`src/rtl/seg7_scan_driver_if.sv`:
```
// Signal bundle between a scan-driver consumer and the display driver:
// scan/seconds toggles and digit value in, multiplexed display drive and pulses out.
interface seg7_scan_driver_if;
    logic        digit_clk;
    logic        divided_clk;
    logic [15:0] digits;
    logic [3:0]  an;
    logic [6:0]  seg;
    logic        dp;
    logic        sec_tick;
    logic        frame_done;

    modport master (
        output digit_clk, divided_clk, digits,
        input  an, seg, dp, sec_tick, frame_done
    );

    modport slave (
        input  digit_clk, divided_clk, digits,
        output an, seg, dp, sec_tick, frame_done
    );
endinterface

```
`src/rtl/seg7_scan_driver.sv`:
```
// Time-multiplexed 4-digit HH:MM driver for a 7-segment display with
// anti-ghosting blanking, frame-synchronous digit snapshot, colon flash and seconds tick.
module seg7_scan_driver #(
    parameter int unsigned GHOST_CYCLES       = 2,
    parameter bit          BLANK_LEADING_ZERO = 1'b1,
    parameter bit          AN_ACTIVE_LOW      = 1'b1,
    parameter bit          SEG_ACTIVE_LOW     = 1'b1
) (
    input logic               clk,
    input logic               rst_n,
    seg7_scan_driver_if.slave bus
);

    typedef enum logic [1:0] {
        ST_OFF   = 2'd0,
        ST_BLANK = 2'd1,
        ST_SHOW  = 2'd2
    } state_t;

    localparam logic [7:0] GHOST_LD = 8'(GHOST_CYCLES);
    localparam logic [3:0] AN_OFF   = AN_ACTIVE_LOW ? 4'hF : 4'h0;
    localparam logic [6:0] SEG_OFF  = SEG_ACTIVE_LOW ? 7'h7F : 7'h00;
    localparam logic       DP_OFF   = SEG_ACTIVE_LOW;

    // Active-high gfedcba pattern; a zero in the leftmost position may be blanked.
    function automatic logic [6:0] seg_decode(input logic [3:0] nib, input logic lead_pos);
        logic [6:0] pat;
        case (nib)
            4'd0:    pat = 7'h3F;
            4'd1:    pat = 7'h06;
            4'd2:    pat = 7'h5B;
            4'd3:    pat = 7'h4F;
            4'd4:    pat = 7'h66;
            4'd5:    pat = 7'h6D;
            4'd6:    pat = 7'h7D;
            4'd7:    pat = 7'h07;
            4'd8:    pat = 7'h7F;
            4'd9:    pat = 7'h6F;
            default: pat = 7'h40;
        endcase
        if (lead_pos && BLANK_LEADING_ZERO && (nib == 4'd0)) begin
            pat = 7'h00;
        end else begin
            pat = pat;
        end
        return pat;
    endfunction

    logic        r_armed;
    logic        r_dclk_prev;
    logic        r_sclk_prev;
    logic [1:0]  r_idx;
    state_t      r_state;
    logic [7:0]  r_blank_cnt;
    logic [15:0] r_snapshot;
    logic [3:0]  r_an;
    logic [6:0]  r_seg;
    logic        r_dp;
    logic        r_sec_tick;
    logic        r_frame_done;

    logic        w_step;
    logic        w_rise;
    logic        w_wrap;
    logic [1:0]  w_idx_nxt;
    state_t      w_state_nxt;
    logic [7:0]  w_cnt_nxt;
    logic [15:0] w_snap_nxt;
    logic [3:0]  w_nib;
    logic [6:0]  w_pat;
    logic [3:0]  w_an_nxt;
    logic [6:0]  w_seg_nxt;
    logic        w_dp_nxt;

    // Edge detection and next scan position / blanking state.
    always_comb begin
        w_step      = 1'b0;
        w_rise      = 1'b0;
        w_wrap      = 1'b0;
        w_idx_nxt   = r_idx;
        w_state_nxt = r_state;
        w_cnt_nxt   = r_blank_cnt;
        w_snap_nxt  = r_snapshot;
        if (r_armed) begin
            w_step = bus.digit_clk ^ r_dclk_prev;
            w_rise = bus.divided_clk & ~r_sclk_prev;
        end else begin
            w_step = 1'b0;
            w_rise = 1'b0;
        end
        if (w_step) begin
            w_idx_nxt   = r_idx + 2'd1;
            w_cnt_nxt   = GHOST_LD;
            w_state_nxt = (GHOST_LD == 8'd0) ? ST_SHOW : ST_BLANK;
            // Latch the whole frame at the wrap so a mid-frame update cannot tear.
            if (w_idx_nxt == 2'd0) begin
                w_snap_nxt = bus.digits;
                w_wrap     = 1'b1;
            end else begin
                w_snap_nxt = r_snapshot;
                w_wrap     = 1'b0;
            end
        end else begin
            case (r_state)
                ST_BLANK: begin
                    if (r_blank_cnt <= 8'd1) begin
                        w_cnt_nxt   = 8'd0;
                        w_state_nxt = ST_SHOW;
                    end else begin
                        w_cnt_nxt   = r_blank_cnt - 8'd1;
                        w_state_nxt = ST_BLANK;
                    end
                end
                ST_SHOW: w_state_nxt = ST_SHOW;
                ST_OFF:  w_state_nxt = ST_OFF;
                default: w_state_nxt = ST_OFF;
            endcase
        end
    end

    // Display drive derived from the next state so an/seg/dp move together.
    always_comb begin
        w_an_nxt  = AN_OFF;
        w_seg_nxt = SEG_OFF;
        w_dp_nxt  = DP_OFF;
        w_nib     = 4'd0;
        w_pat     = 7'h00;
        case (w_idx_nxt)
            2'd0:    w_nib = w_snap_nxt[3:0];
            2'd1:    w_nib = w_snap_nxt[7:4];
            2'd2:    w_nib = w_snap_nxt[11:8];
            2'd3:    w_nib = w_snap_nxt[15:12];
            default: w_nib = 4'd0;
        endcase
        w_pat = seg_decode(w_nib, (w_idx_nxt == 2'd3));
        if (w_state_nxt == ST_SHOW) begin
            w_an_nxt  = AN_OFF ^ (4'b0001 << w_idx_nxt);
            w_seg_nxt = SEG_ACTIVE_LOW ? ~w_pat : w_pat;
            w_dp_nxt  = ((w_idx_nxt == 2'd2) && bus.divided_clk) ? ~DP_OFF : DP_OFF;
        end else begin
            w_an_nxt  = AN_OFF;
            w_seg_nxt = SEG_OFF;
            w_dp_nxt  = DP_OFF;
        end
    end

    // Scan FSM, input history and registered outputs.
    always_ff @(posedge clk or negedge rst_n) begin
        if (!rst_n) begin
            r_armed      <= 1'b0;
            r_dclk_prev  <= 1'b0;
            r_sclk_prev  <= 1'b0;
            r_idx        <= 2'd3;
            r_state      <= ST_OFF;
            r_blank_cnt  <= 8'd0;
            r_snapshot   <= 16'h0000;
            r_an         <= AN_OFF;
            r_seg        <= SEG_OFF;
            r_dp         <= DP_OFF;
            r_sec_tick   <= 1'b0;
            r_frame_done <= 1'b0;
        end else begin
            r_armed      <= 1'b1;
            r_dclk_prev  <= bus.digit_clk;
            r_sclk_prev  <= bus.divided_clk;
            r_idx        <= w_idx_nxt;
            r_state      <= w_state_nxt;
            r_blank_cnt  <= w_cnt_nxt;
            r_snapshot   <= w_snap_nxt;
            r_an         <= w_an_nxt;
            r_seg        <= w_seg_nxt;
            r_dp         <= w_dp_nxt;
            r_sec_tick   <= w_rise;
            r_frame_done <= w_wrap;
        end
    end

    assign bus.an         = r_an;
    assign bus.seg        = r_seg;
    assign bus.dp         = r_dp;
    assign bus.sec_tick   = r_sec_tick;
    assign bus.frame_done = r_frame_done;

endmodule
```
`src/flat_wrapper.sv`:
```
// flat-port wrapper written by rule: the top's interface ports become plain ports
module seg7_scan_driver_flat 
#(
    parameter int unsigned GHOST_CYCLES       = 2,
    parameter bit          BLANK_LEADING_ZERO = 1'b1,
    parameter bit          AN_ACTIVE_LOW      = 1'b1,
    parameter bit          SEG_ACTIVE_LOW     = 1'b1
)
  (clk, rst_n, bus_digit_clk, bus_divided_clk, bus_digits, bus_an, bus_seg, bus_dp, bus_sec_tick, bus_frame_done);
  seg7_scan_driver_if bus_i ();
  input logic clk;
  input logic rst_n;
  input wire logic [$bits(bus_i.digit_clk)-1:0] bus_digit_clk;
  input wire logic [$bits(bus_i.divided_clk)-1:0] bus_divided_clk;
  input wire logic [$bits(bus_i.digits)-1:0] bus_digits;
  output wire logic [$bits(bus_i.an)-1:0] bus_an;
  output wire logic [$bits(bus_i.seg)-1:0] bus_seg;
  output wire logic [$bits(bus_i.dp)-1:0] bus_dp;
  output wire logic [$bits(bus_i.sec_tick)-1:0] bus_sec_tick;
  output wire logic [$bits(bus_i.frame_done)-1:0] bus_frame_done;
  assign bus_i.digit_clk = bus_digit_clk;
  assign bus_i.divided_clk = bus_divided_clk;
  assign bus_i.digits = bus_digits;
  assign bus_an = bus_i.an;
  assign bus_seg = bus_i.seg;
  assign bus_dp = bus_i.dp;
  assign bus_sec_tick = bus_i.sec_tick;
  assign bus_frame_done = bus_i.frame_done;
  seg7_scan_driver #(.GHOST_CYCLES(GHOST_CYCLES), .BLANK_LEADING_ZERO(BLANK_LEADING_ZERO), .AN_ACTIVE_LOW(AN_ACTIVE_LOW), .SEG_ACTIVE_LOW(SEG_ACTIVE_LOW)) u_core (.clk(clk), .rst_n(rst_n), .bus(bus_i));
endmodule
```
`config.mk`:
```
export PLATFORM = sky130hd
export DESIGN_NAME = seg7_scan_driver_flat
export DESIGN_NICKNAME = d
export VERILOG_FILES = /design/src/rtl/seg7_scan_driver_if.sv /design/src/rtl/seg7_scan_driver.sv /design/src/flat_wrapper.sv
export SDC_FILE = /design/constraint.sdc
export NUM_CORES = 1
export LEC_CHECK = 0
export BUFFER_PORTS_ARGS = -buffer_cell sky130_fd_sc_hd__buf_4
export CORE_UTILIZATION = 38
export DETAILED_ROUTE_END_ITERATION = 8
export PLACE_DENSITY = 0.68
export SYNTH_ARGS = -nofsm -noshare
export SYNTH_HDL_FRONTEND = slang
export SYNTH_SLANG_ARGS = --single-unit
```
`constraint.sdc`:
```
create_clock -name clk -period 2.55 [get_ports clk]
set_input_delay 0.3825 -clock clk [delete_from_list [all_inputs] [get_ports clk]]
set_output_delay 0.3825 -clock clk [all_outputs]
set_load 0.01 [all_outputs]
```
==> results.ini <==
[detailed_routing]
dr.max_layer_used = met4
wl_met3_um = 152
wl_per_cell_um = 12.8
routed-wl-met2_um = 2010
ant_nets = 0
drc_errors = 0
wirelength_um = 4090
vias = 1496
drt_pre_antenna_iters = 4
via_per_inst = 4.68
initialDrtViolationCount = 41
wirelength_met1_um = 1860

[worst_setup_path]
startpoint_type = flop
cp_slowest_cell = dfstp_2
cp.required_ns = 2.77
cp.buffers_inverters = 3
crit_family = multiplexers
cp_max_fo = 7
path_common_cell = buf_4
crit_type = reg2reg
endpoint_kind = flop
arrival_ns = 2.78
slowest_delay_ns = 0.58
crit_chain = ha_4, and3_4, buf_4, buf_4, mux2_4, mux2_4, mux2i_4, buf_4, nor4b_4, a21oi_1

[timing]
min_period_ns = 2.55
finalCritPeriodShare_pct = 100
max_freq_mhz = 391
final_hold_viol_count = 0
fin_ws_ns = -0.00445
skew_ns = 0.0138
whs_ns = 0.0576
setup_viol = 2
relSlewSlack_pct = 62.9
max_slew.worst_pin.slew_ns = 0.556
rsz0062_at_grt = yes
drv_slew = 0

[cells_and_area]
area_growth_pct = 32.6
nNetsFinal = 277
drive_gt1_share_pct = 43.1
design_area_sq_um = 2880
diodes = 0

[power_and_ir_drop]
ir_worst_vdd_mv = 0.680
power_per_cell_area_nw_per_um2 = 1320
leakagePower_nw = 1.36

[global_route]
grt_max_degree = 46
grt_pass1_wl_um = 7040
antenna_found_initial = 0
gr-total-overflow = 0
grt_pass1_vias = 1535
track_usage_pct = 15.1

[clock_network]
cts_buffers = 5
clkSlewWorstSetupHoldPaths_ns = 0.09
hold_buffers = 0
htree_levels = 2
cts_tree = yes
cts.sinks = 45
root_buffer = clkbuf_8
cts_max_path_buffers = 2
clk_latency_ns = 0.30

[flow_run]
maxCapViolations = 0

[logic_synthesis]
synthesis.area_sq_um = 2170
yosysWarningCount = 0
ys_ff_latch = 45
ys_seq_area_share_pct = 52.7
syn_nets = 213
avgSynthCellArea_sq_um = 11.9
syn_inst = 183
synthDistinctLibCells = 36

[placement]
placed_area_sq_um = 2730
io_buffers = 33
dp_hpwl_um = 3000
gp_congestion = 0.773

[hold_path]
hold_path_class = in2async

[floorplan]
die_w_um = 77.6
row_count = 27
core_sq_um = 5510
start_util_pct = 39.4
dieHeight_um = 77.6
die_area_sq_um = 6020
pin_count = 34

[status]
violations = setup timing
status = complete, but fails checks

final timing paths:
path	from	end	slack (ns)	cells after the start
setup reg to reg	u_core.r_idx[0]	u_core.bus.seg[3]	-0.004	10
max in group asynchronous	rst_n	u_core.bus.dp	2.10	1
setup / recovery	u_core.r_idx[0]	u_core.bus.seg[3]	-0.004	10
hold reg to reg	u_core.r_sclk_prev	u_core.bus.sec_tick	0.39	1
hold / removal	rst_n	u_core.r_blank_cnt[2]	0.06	1
min in group clk	bus_divided_clk	u_core.r_sclk_prev	0.21	1
kinds of logic after synthesis:
group	count (synthesis)	share of synthesized area, %
AND/OR/NAND/NOR	45	10.8
adder cells (fa/ha/maj)	10	5.77
other	1	0.173
XOR/XNOR	2	1.15
flip-flops	45	52.7
AO/OA/AOI/OAI	25	6.81
buffers and inverters	24	4.96
multiplexers	31	17.6
cell type report:
cell class                      count  area (sq um)
Clock inverter                      1          7.51
Tap cell                           72          90.1
Sequential cell                    45          1140
Inverter                           20          77.6
Clock buffer                        7          86.3
Fill cell                         498          2630
Timing Repair Buffer               61           470
Multi-Input combinational cell    114          1000
state kept, by name, indices dropped and copies added, names as in the netlist:
register and count:
u_core.bus.dp 1, u_core.bus.an 4, u_core.r_state 2, u_core.bus.frame_done 1, u_core.r_sclk_prev 1, u_core.r_armed 1, u_core.r_blank_cnt 8, u_core.r_idx 2
u_core.bus.sec_tick 1, u_core.r_snapshot 16, u_core.r_dclk_prev 1, u_core.bus.seg 7
worst reg2reg max path, stage by stage, from the launching register on:
cell,delay (ns)
dfstp_2,0.58
ha_4,0.13
and3_4,0.24
buf_4,0.13
buf_4,0.11
mux2_4,0.30
mux2_4,0.29
mux2i_4,0.19
buf_4,0.17
nor4b_4,0.27
a21oi_1,0.08
cells in the mapped netlist:
cell type / count / area (sq um)
a41o_1: 1 / 10.0
nor3_1: 3 / 15.0
o21ai_0: 9 / 45.0
dfstp_2: 14 / 368
nor2_1: 12 / 45.0
nor2b_1: 2 / 12.5
clkbuf_1: 2 / 7.51
nand2_2: 1 / 6.26
or3_1: 4 / 25.0
a21o_1: 1 / 7.51
nand2_1: 14 / 52.6
a211o_1: 1 / 8.76
o31ai_1: 2 / 15.0
nand3_1: 2 / 10.0
xnor2_2: 1 / 16.3
mux2_4: 3 / 45.0
buf_6: 2 / 22.5
and3_1: 1 / 6.26
mux2_2: 5 / 56.3
inv_1: 19 / 71.3
xor2_1: 1 / 8.76
nand3b_1: 1 / 7.51
o21bai_1: 1 / 7.51
conb_1: 1 / 3.75
mux2i_4: 2 / 45.0
and2_1: 1 / 6.26
nor4b_4: 1 / 23.8
mux2i_1: 19 / 190
dfrtp_1: 31 / 776
and4bb_2: 1 / 12.5
a21oi_1: 9 / 45.0
o221ai_1: 1 / 8.76
inv_4: 1 / 6.26
ha_1: 10 / 125
mux4_2: 2 / 45.0
nand2b_1: 2 / 12.5
metrics by stage:
stage / setup WS, ns / std cells / power [mW] / setup TNS [ns] / utilization [%]
floorplan: -0.0160 / 183 / 2.54 / -0.0639 / -
global placement: -0.0324 / 307 / 3.21 / -0.125 / 49.6
detailed placement: -0.125 / 307 / 3.24 / -0.476 / 49.6
CTS: -0.0402 / 316 / 3.76 / -0.137 / 51.5
global route: -0.0793 / 320 / 4.12 / -0.394 / 52.3
finish: -0.00445 / 320 / 3.79 / -0.00567 / 52.3
what timing repair did:
| item | CTS | global route |
|---|---|---|
| resized for setup | 1 | 3 |
| setup endpoints to repair | 4 | 7 |
| cloned | 0 | 0 |
| setup buffers | 1 | 4 |
| pin swaps | 0 | 1 |
cells in the final DEF (no fill, tap or decap), types with 2 or more instances in the layout:
cell and n:
inv_1 18, nor2_1 10, buf_4 60, nor3_1 3
dfstp_2 14, clkbuf_8 6, mux2i_4 2, or3_1 4
o31ai_1 2, dfrtp_1 31, a21oi_1 9, ha_4 2
nand3_1 2, mux2i_1 19, mux2_4 8, nand2_1 14
o21ai_0 8, nor2_2 2, mux4_2 2, nor2b_1 2
ha_1 8, nand2b_1 2
routing by layer:
layer | vias to the layer above | GRT usage (%)
li1 | 740 | -
met1 | 722 | 19.7
met2 | 27 | 24.6
met3 | 7 | 3.53
met4 | 0 | 5.09
met5 | - | 0
where the power goes:
group          internal, mW  switching, mW
logic                  1.15           1.07
registers              1.01          0.112
clock network         0.220          0.239
total                  2.38           1.42
Power figures use the tool's default switching activity.
